## src/rtl/lc3_fetch_responder.sv

```systemverilog
// LC3 fetch stage, responder side of the fetch_in bus: owns the PC, issues single
// outstanding instruction-memory reads, squashes stale reads and flags timeouts.
module lc3_fetch_responder #(
    parameter logic [15:0] RESET_PC       = 16'h3000,
    parameter int          TIMEOUT_CYCLES = 15
) (
    input  logic        clock,
    input  logic        reset,
    input  logic        enable_updatePC,
    input  logic        enable_fetch,
    input  logic [15:0] taddr,
    input  logic        br_taken,
    output logic [15:0] pc,
    output logic [15:0] npc,
    output logic        instrmem_rd,
    output logic [15:0] imem_addr,
    output logic        imem_req,
    input  logic        imem_valid,
    input  logic [15:0] imem_dout,
    output logic [15:0] instr_out,
    output logic        instr_valid,
    output logic        fetch_err,
    output logic [7:0]  squash_count
);

    typedef enum logic {IDLE, WAIT} state_t;

    localparam logic [7:0] TIMER_LAST = 8'(TIMEOUT_CYCLES - 1);

    state_t      state_q, state_d;
    logic [15:0] pc_q, pc_d;
    logic [15:0] addr_q, addr_d;
    logic        req_q, req_d;
    logic [15:0] instr_q, instr_d;
    logic        valid_q, valid_d;
    logic        err_q, err_d;
    logic [7:0]  squash_q, squash_d;
    logic [7:0]  timer_q, timer_d;

    always_ff @(posedge clock or negedge reset) begin
        if (!reset) begin
            state_q  <= IDLE;
            pc_q     <= RESET_PC;
            addr_q   <= 16'h0000;
            req_q    <= 1'b0;
            instr_q  <= 16'h0000;
            valid_q  <= 1'b0;
            err_q    <= 1'b0;
            squash_q <= 8'h00;
            timer_q  <= 8'h00;
        end else begin
            state_q  <= state_d;
            pc_q     <= pc_d;
            addr_q   <= addr_d;
            req_q    <= req_d;
            instr_q  <= instr_d;
            valid_q  <= valid_d;
            err_q    <= err_d;
            squash_q <= squash_d;
            timer_q  <= timer_d;
        end
    end

    always_comb begin
        state_d  = state_q;
        pc_d     = pc_q;
        addr_d   = addr_q;
        req_d    = 1'b0;
        instr_d  = instr_q;
        valid_d  = 1'b0;
        err_d    = 1'b0;
        squash_d = squash_q;
        timer_d  = timer_q;

        if (enable_updatePC) begin
            pc_d = br_taken ? taddr : pc_q + 16'd1;
        end

        // Reads always latch the PC as it stands before any same-edge update.
        unique case (state_q)
            IDLE: begin
                if (enable_fetch) begin
                    req_d   = 1'b1;
                    addr_d  = pc_q;
                    timer_d = 8'h00;
                    state_d = WAIT;
                end
            end
            WAIT: begin
                if (enable_updatePC && br_taken) begin
                    if (squash_q != 8'hFF) begin
                        squash_d = squash_q + 8'd1;
                    end
                    state_d = IDLE;
                end else if (imem_valid) begin
                    instr_d = imem_dout;
                    valid_d = 1'b1;
                    if (enable_fetch) begin
                        req_d   = 1'b1;
                        addr_d  = pc_q;
                        timer_d = 8'h00;
                    end else begin
                        state_d = IDLE;
                    end
                end else if (timer_q == TIMER_LAST) begin
                    err_d   = 1'b1;
                    state_d = IDLE;
                end else begin
                    timer_d = timer_q + 8'd1;
                end
            end
            default: state_d = IDLE;
        endcase
    end

    assign pc           = pc_q;
    assign npc          = pc_q + 16'd1;
    assign instrmem_rd  = enable_fetch & reset;
    assign imem_addr    = addr_q;
    assign imem_req     = req_q;
    assign instr_out    = instr_q;
    assign instr_valid  = valid_q;
    assign fetch_err    = err_q;
    assign squash_count = squash_q;

endmodule
```

## config.mk

```make
export PLATFORM = sky130hd
export DESIGN_NAME = lc3_fetch_responder
export DESIGN_NICKNAME = d
export VERILOG_FILES = /design/src/rtl/lc3_fetch_responder.sv
export SDC_FILE = /design/constraint.sdc
export NUM_CORES = 1
export LEC_CHECK = 0
export CORE_AREA = 2 2 115 72
export CTS_CLUSTER_DIAMETER = 30
export DETAILED_ROUTE_END_ITERATION = 10
export DIE_AREA = 0 0 117 74
export PLACE_DENSITY = 0.79
export SETUP_SLACK_MARGIN = 0.5
export SLEW_MARGIN = 20
export SYNTH_ARGS = -nofsm -noshare
export SYNTH_HDL_FRONTEND = slang
export SYNTH_SLANG_ARGS = --single-unit
```

## constraint.sdc

```tcl
create_clock -name clock -period 2.52 [get_ports clock]
set_input_delay 0.504 -clock clock [delete_from_list [all_inputs] [get_ports clock]]
set_output_delay 0.504 -clock clock [all_outputs]
set_load 0.01 [all_outputs]
```

==> impl_metrics.toml, run 1 <==
[grt]
grt_max_degree = 69
grt_pass1_wl_mm = 15.3
grt_usage_pct = 23.5
grt-ovfl-total = 0
grt_antenna_before_repair = 0
grt_pass1_vias = 3077

[timing]
setup_slack_ns = 0.206
period_share_pct = 91.8
slew_headroom_pct = 41.8
period_minus_slack_ns = 2.31
fin_skew_ns = 0.00702
rsz0062_at_grt = "yes"
tightest_slew_ns = 0.873
setup_tns_ns = 0
maxSlewViolCount = 0
whs_ns = 0.432
finalSetupViolCount = 0
timing.fmax_ghz = 0.432
hold_viol_final = 0

[floorplan]
die_w_um = 117
num_rows = 25
dieArea_um2 = 8660
dieHeight_um = 74
ios = 114
core-area_um2 = 7660
start_util_pct = 44.5

[cts]
clock_sinks = 68
cts_buffer_depth = 2
holdBufCountCts = 0
cts_tree = "yes"
cts_root_buffer = "clkbuf_16"
clock_latency_ns = 0.33
clk_pin_slew_worst_paths_ns = 0.06
cts_made_buffers = 9
cts-htree-levels = 3

[synth]
ys_seq_area_share_pct = 50.0
synthXorXnorAreaFrac_pct = 4.37
async_flop_share_pct = 100
syn_area_um2 = 3410
yosysTopAreaCell = "dfrtp_1"
synthAdderAreaFrac_pct = 1.47
postSynthAreaPerCell_um2 = 10.8
synth_cell_types = 51
synth_area_leaders = "dfrtp_1 48%, mux2_2 11%, nand2_1 3.0%, nand3_1 2.9%, xnor2_1 2.8%"
synth_edf_count = 0
ys_ff_latch = 68
synthesis.instances = 317
synth_top_family_by_area = "simple AND/OR/NAND/NOR gates"
synth-simple-area-share_pct = 18.6
syn_nets = 359
synth.most_common_cell = "dfrtp_1"
netlist.area_leader.share_pct = 48.5
netlist_top_cells_count = "66 x dfrtp_1, 34 x mux2_2, 27 x nand2_1"
synth-compound-area-share_pct = 9.62
synth_top_flop_cell = "dfrtp_1"
yosysWarnings = 0
synthMuxAreaShare_pct = 13.0

[worst_setup_path]
critPathRequiredTime_ns = 2.02
crit_arrival_ns = 1.81
crit_type = "register to output pin"
crit-reg2reg-capture = "timer_q[3]"
r2r_cells = 6
path_max_fanout = 3
worst_setup_path_start_kind = "register"
end_kind = "output pin"
regToRegSetupSlack_ns = 0.65
reg2reg_from = "timer_q[0]"

[hold_path]
hold_class = "primary input to asynchronous set/reset pin"

[drt]
vias = 3201
wl_per_cell_um = 17.3
drt_pre_antenna_iters = 5
postRouteAntennaNets = 0
vias_per_cell = 5.40
drt_iter0_drc = 253
routed_wl_mm = 10.3
drc = 0

[placement]
place_area_um2 = 4820
port_buffers = 113
place_ws_ns = 0.0170
gp_congestion = 0.915
hpwl_mm = 6.79

[layout]
antenna_cells = 0
drive_gt1_share_pct = 31.1
postLayoutCellArea_um2 = 5460
nets = 522
syn2layout_area_growth_pct = 60.1

[run]
cap_viol_max_count = 0

[power]
vdd_drop_max_mv = 0.684
power_density_nw_per_um2 = 750
p_leak_nw = 2.38

[status]
status = "finished clean"
flip-flops by register name, indices dropped and copies added (netlist names):
signal	count
imem_addr	16
instr_out	16
pc	16
squash_count	8
timer_q	8
fetch_err	1
imem_req	1
instr_valid	1
state_q	1
layout by cell type (no fill, tap or decap), types with 7 or more instances in the layout:
cell             netlist  layout
a21oi_1               14      14
buf_2                  8      15
buf_4                  1      43
buf_6                  0      11
clkbuf_16              0       9
clkdlybuf4s50_1        0      90
dfrtp_1               66      64
inv_1                  7       7
mux2_2                34      34
nand2_1               27      26
nand3_1               20      18
nor2_1                16      13
nor2b_1                7       7
o21ai_0               12      12
stage by stage:
step	utilization, %	power, mW	std cells
6_report	71.2	4.09	593
5_1_grt	71.2	4.30	593
4_1_cts	69.1	4.06	580
3_5_place_dp	62.9	2.82	549
3_3_place_gp	62.9	2.79	549
2_1_floorplan	-	2.04	317
power by group:
| group | switching, mW | internal (mW) |
|---|---|---|
| sequential | 0.183 | 1.31 |
| combinational | 0.613 | 0.810 |
| clock | 0.462 | 0.716 |
| total | 1.26 | 2.84 |
kinds of logic (layout without fill, tap and decap cells):
group	after synthesis	after routing
compound gates	49	49
xor+xnor	17	17
fa+ha+maj	4	4
buf+inv	23	191
flops	68	68
mux	40	40
simple gates	116	116
how the worst max path moves through the flow:
stage                 from      end  slack [ns]
floorplan            pc[1]  npc[14]        0.51
CTS                  pc[1]   npc[9]        0.17
global route        pc[12]  npc[14]        0.13
global placement     pc[0]  npc[12]        0.11
detailed placement   pc[0]  npc[12]        0.02
finish              pc[12]  npc[14]        0.21
layer usage:
metal	vias up	track usage, %	part of all wire, %
met5	-	0	0
met4	0	7.58	1.2
met3	16	9.78	11
met2	157	35.6	44
met1	1556	31.0	44
li1	1472	-	-
layout make-up:
type                    count  area (µm²)
fillers                   550        2210
inverters                   7        26.3
flip-flops and latches     68        1710
clock buffers              12         256
clock inverters             4        25.0
well taps                 108         135
repair buffers            168        1530
multi-input cells         226        1780
timing repair:
| action | 4_1_cts | 5_1_grt |
|---|---|---|
| pin swaps | 10 | 15 |
| buffers inserted | 15 | 13 |
| setup endpoints to repair | 17 | 21 |
| gates resized for setup | 75 | 31 |
critical path, cell delays in order, from the launching register on:
cell and delay (ns):
dfstp_2 0.54, nand4_1 0.16, or4_4 0.50, xnor2_2 0.14, buf_2 0.13
No activity file was read; power rests on OpenSTA's default activity.
==> run 2: changes to the inputs <==
==> constraint.sdc (replaced) <==
create_clock -name clock -period 2.52 [get_ports clock]
set_input_delay 0.504 -clock clock [delete_from_list [all_inputs] [get_ports clock]]
set_output_delay 0.504 -clock clock [all_outputs]
set_load 0.1 [all_outputs]
==> impl_metrics.toml, run 2 (synthesized netlist as in run 1, its figures left out) <==
[hold_path]
hold_class = "primary input to asynchronous set/reset pin"

[worst_setup_path]
r2r_cells = 9
critPathRequiredTime_ns = 2.02
reg2reg_from = "pc[1]"
crit_type = "register to output pin"
path_max_fanout = 4
regToRegSetupSlack_ns = 0.66
crit-reg2reg-capture = "pc[12]"
end_kind = "output pin"
worst_setup_path_start_kind = "register"
crit_arrival_ns = 2.00

[grt]
grt_pass1_vias = 3217
grt_pass1_wl_mm = 16.4
grt-ovfl-total = 0
grt_antenna_before_repair = 0
grt_usage_pct = 25.4
grt_max_degree = 36

[floorplan]
start_util_pct = 44.5
die_w_um = 117
core-area_um2 = 7660
dieHeight_um = 74
num_rows = 25
dieArea_um2 = 8660
ios = 114

[timing]
setup_tns_ns = 0
whs_ns = 0.232
hold_viol_final = 0
tightest_slew_ns = 0.718
setup_slack_ns = 0.0201
period_share_pct = 99.2
timing.fmax_ghz = 0.400
finalSetupViolCount = 0
rsz0062_at_grt = "yes"
fin_skew_ns = 0.00528
maxSlewViolCount = 0
slew_headroom_pct = 51.7
period_minus_slack_ns = 2.50

[run]
cap_viol_max_count = 0

[layout]
layout_common_cells = "100 x buf_4, 47 x dfrtp_1, 36 x clkdlybuf4s50_1"
multi_input_area_um2 = 2020
seq_area_um2 = 1760
stdcell_count = 590
final_common_cell = "buf_4"
postLayoutCellArea_um2 = 5840
post-route-util_pct = 76.1
fill_cells = 492
antenna_cells = 0
syn2layout_area_growth_pct = 71.2
nets = 519
drive_gt1_share_pct = 49.2

[drt]
drt_pre_antenna_iters = 5
vias = 3195
drt_iter0_drc = 264
vias_per_cell = 5.42
wl_per_cell_um = 17.4
routed_wl_mm = 10.3
drc = 0
postRouteAntennaNets = 0

[cts]
clock_latency_ns = 0.33
cts_root_buffer = "clkbuf_16"
cts_tree = "yes"
cts_made_buffers = 9
clock_sinks = 68
clk_pin_slew_worst_paths_ns = 0.06
cts_buffer_depth = 2
cts-htree-levels = 3

[placement]
gp_congestion = 0.928
hpwl_mm = 6.81
place_area_um2 = 5070
place_ws_ns = 0.202
port_buffers = 113
place_inst = 533

[power]
finalPower_mw = 6.13
vdd_drop_max_mv = 0.710
power_density_nw_per_um2 = 1050
p_leak_nw = 2.55

[status]
status = "finished clean"
-- run 2: report_power, final --
group | total [mW] | switching [mW] | internal [mW]
Combinational | 3.30 | 2.41 | 0.893
Sequential | 1.58 | 0.242 | 1.34
Clock | 1.24 | 0.485 | 0.759
Total | 6.13 | 3.14 | 2.99
-- run 2: worst max-delay path by stage --
stage / from / endpoint / cells past startpoint
3_3_place_gp: enable_updatePC / instr_out[12] / 6
2_1_floorplan: pc[12] / npc[14] / 3
4_1_cts: pc[12] / npc[14] / 4
5_1_grt: pc[1] / npc[14] / 5
6_report: pc[13] / npc[14] / 4
3_5_place_dp: enable_updatePC / instr_out[6] / 6
-- run 2: per-layer routing --
layer	global-route usage [%]	up-vias	part of all wire [%]
met1	34.6	1547	44
met5	0	-	0
met2	38.8	160	47
met4	8.50	0	1.0
met3	8.56	15	7.5
li1	-	1473	-
-- run 2: area by class of cell --
| cell class | instances | share of cell area, % |
|---|---|---|
| multi-input cells | 226 | 34.6 |
| clock inverters | 7 | 1.16 |
| well taps | 108 | 2.32 |
| clock buffers | 9 | 3.86 |
| inverters | 7 | 0.536 |
| flip-flops and latches | 68 | 30.2 |
| repair buffers | 165 | 27.3 |
-- run 2: what timing repair did --
| action | 4_1_cts | 5_1_grt |
|---|---|---|
| setup endpoints to repair | 13 | 30 |
| setup buffers | 34 | 6 |
| endpoints found under the hold margin | 1 | 0 |
| hold buffers | 1 | 0 |
| resized for setup | 17 | 14 |
| pin swaps | 17 | 9 |
-- run 2: worst max-delay path, stage by stage (launching register included) --
cell     delay, ns
dfstp_4       0.65
inv_6         0.04
or4_4         0.57
xnor2_4       0.20
buf_12        0.19
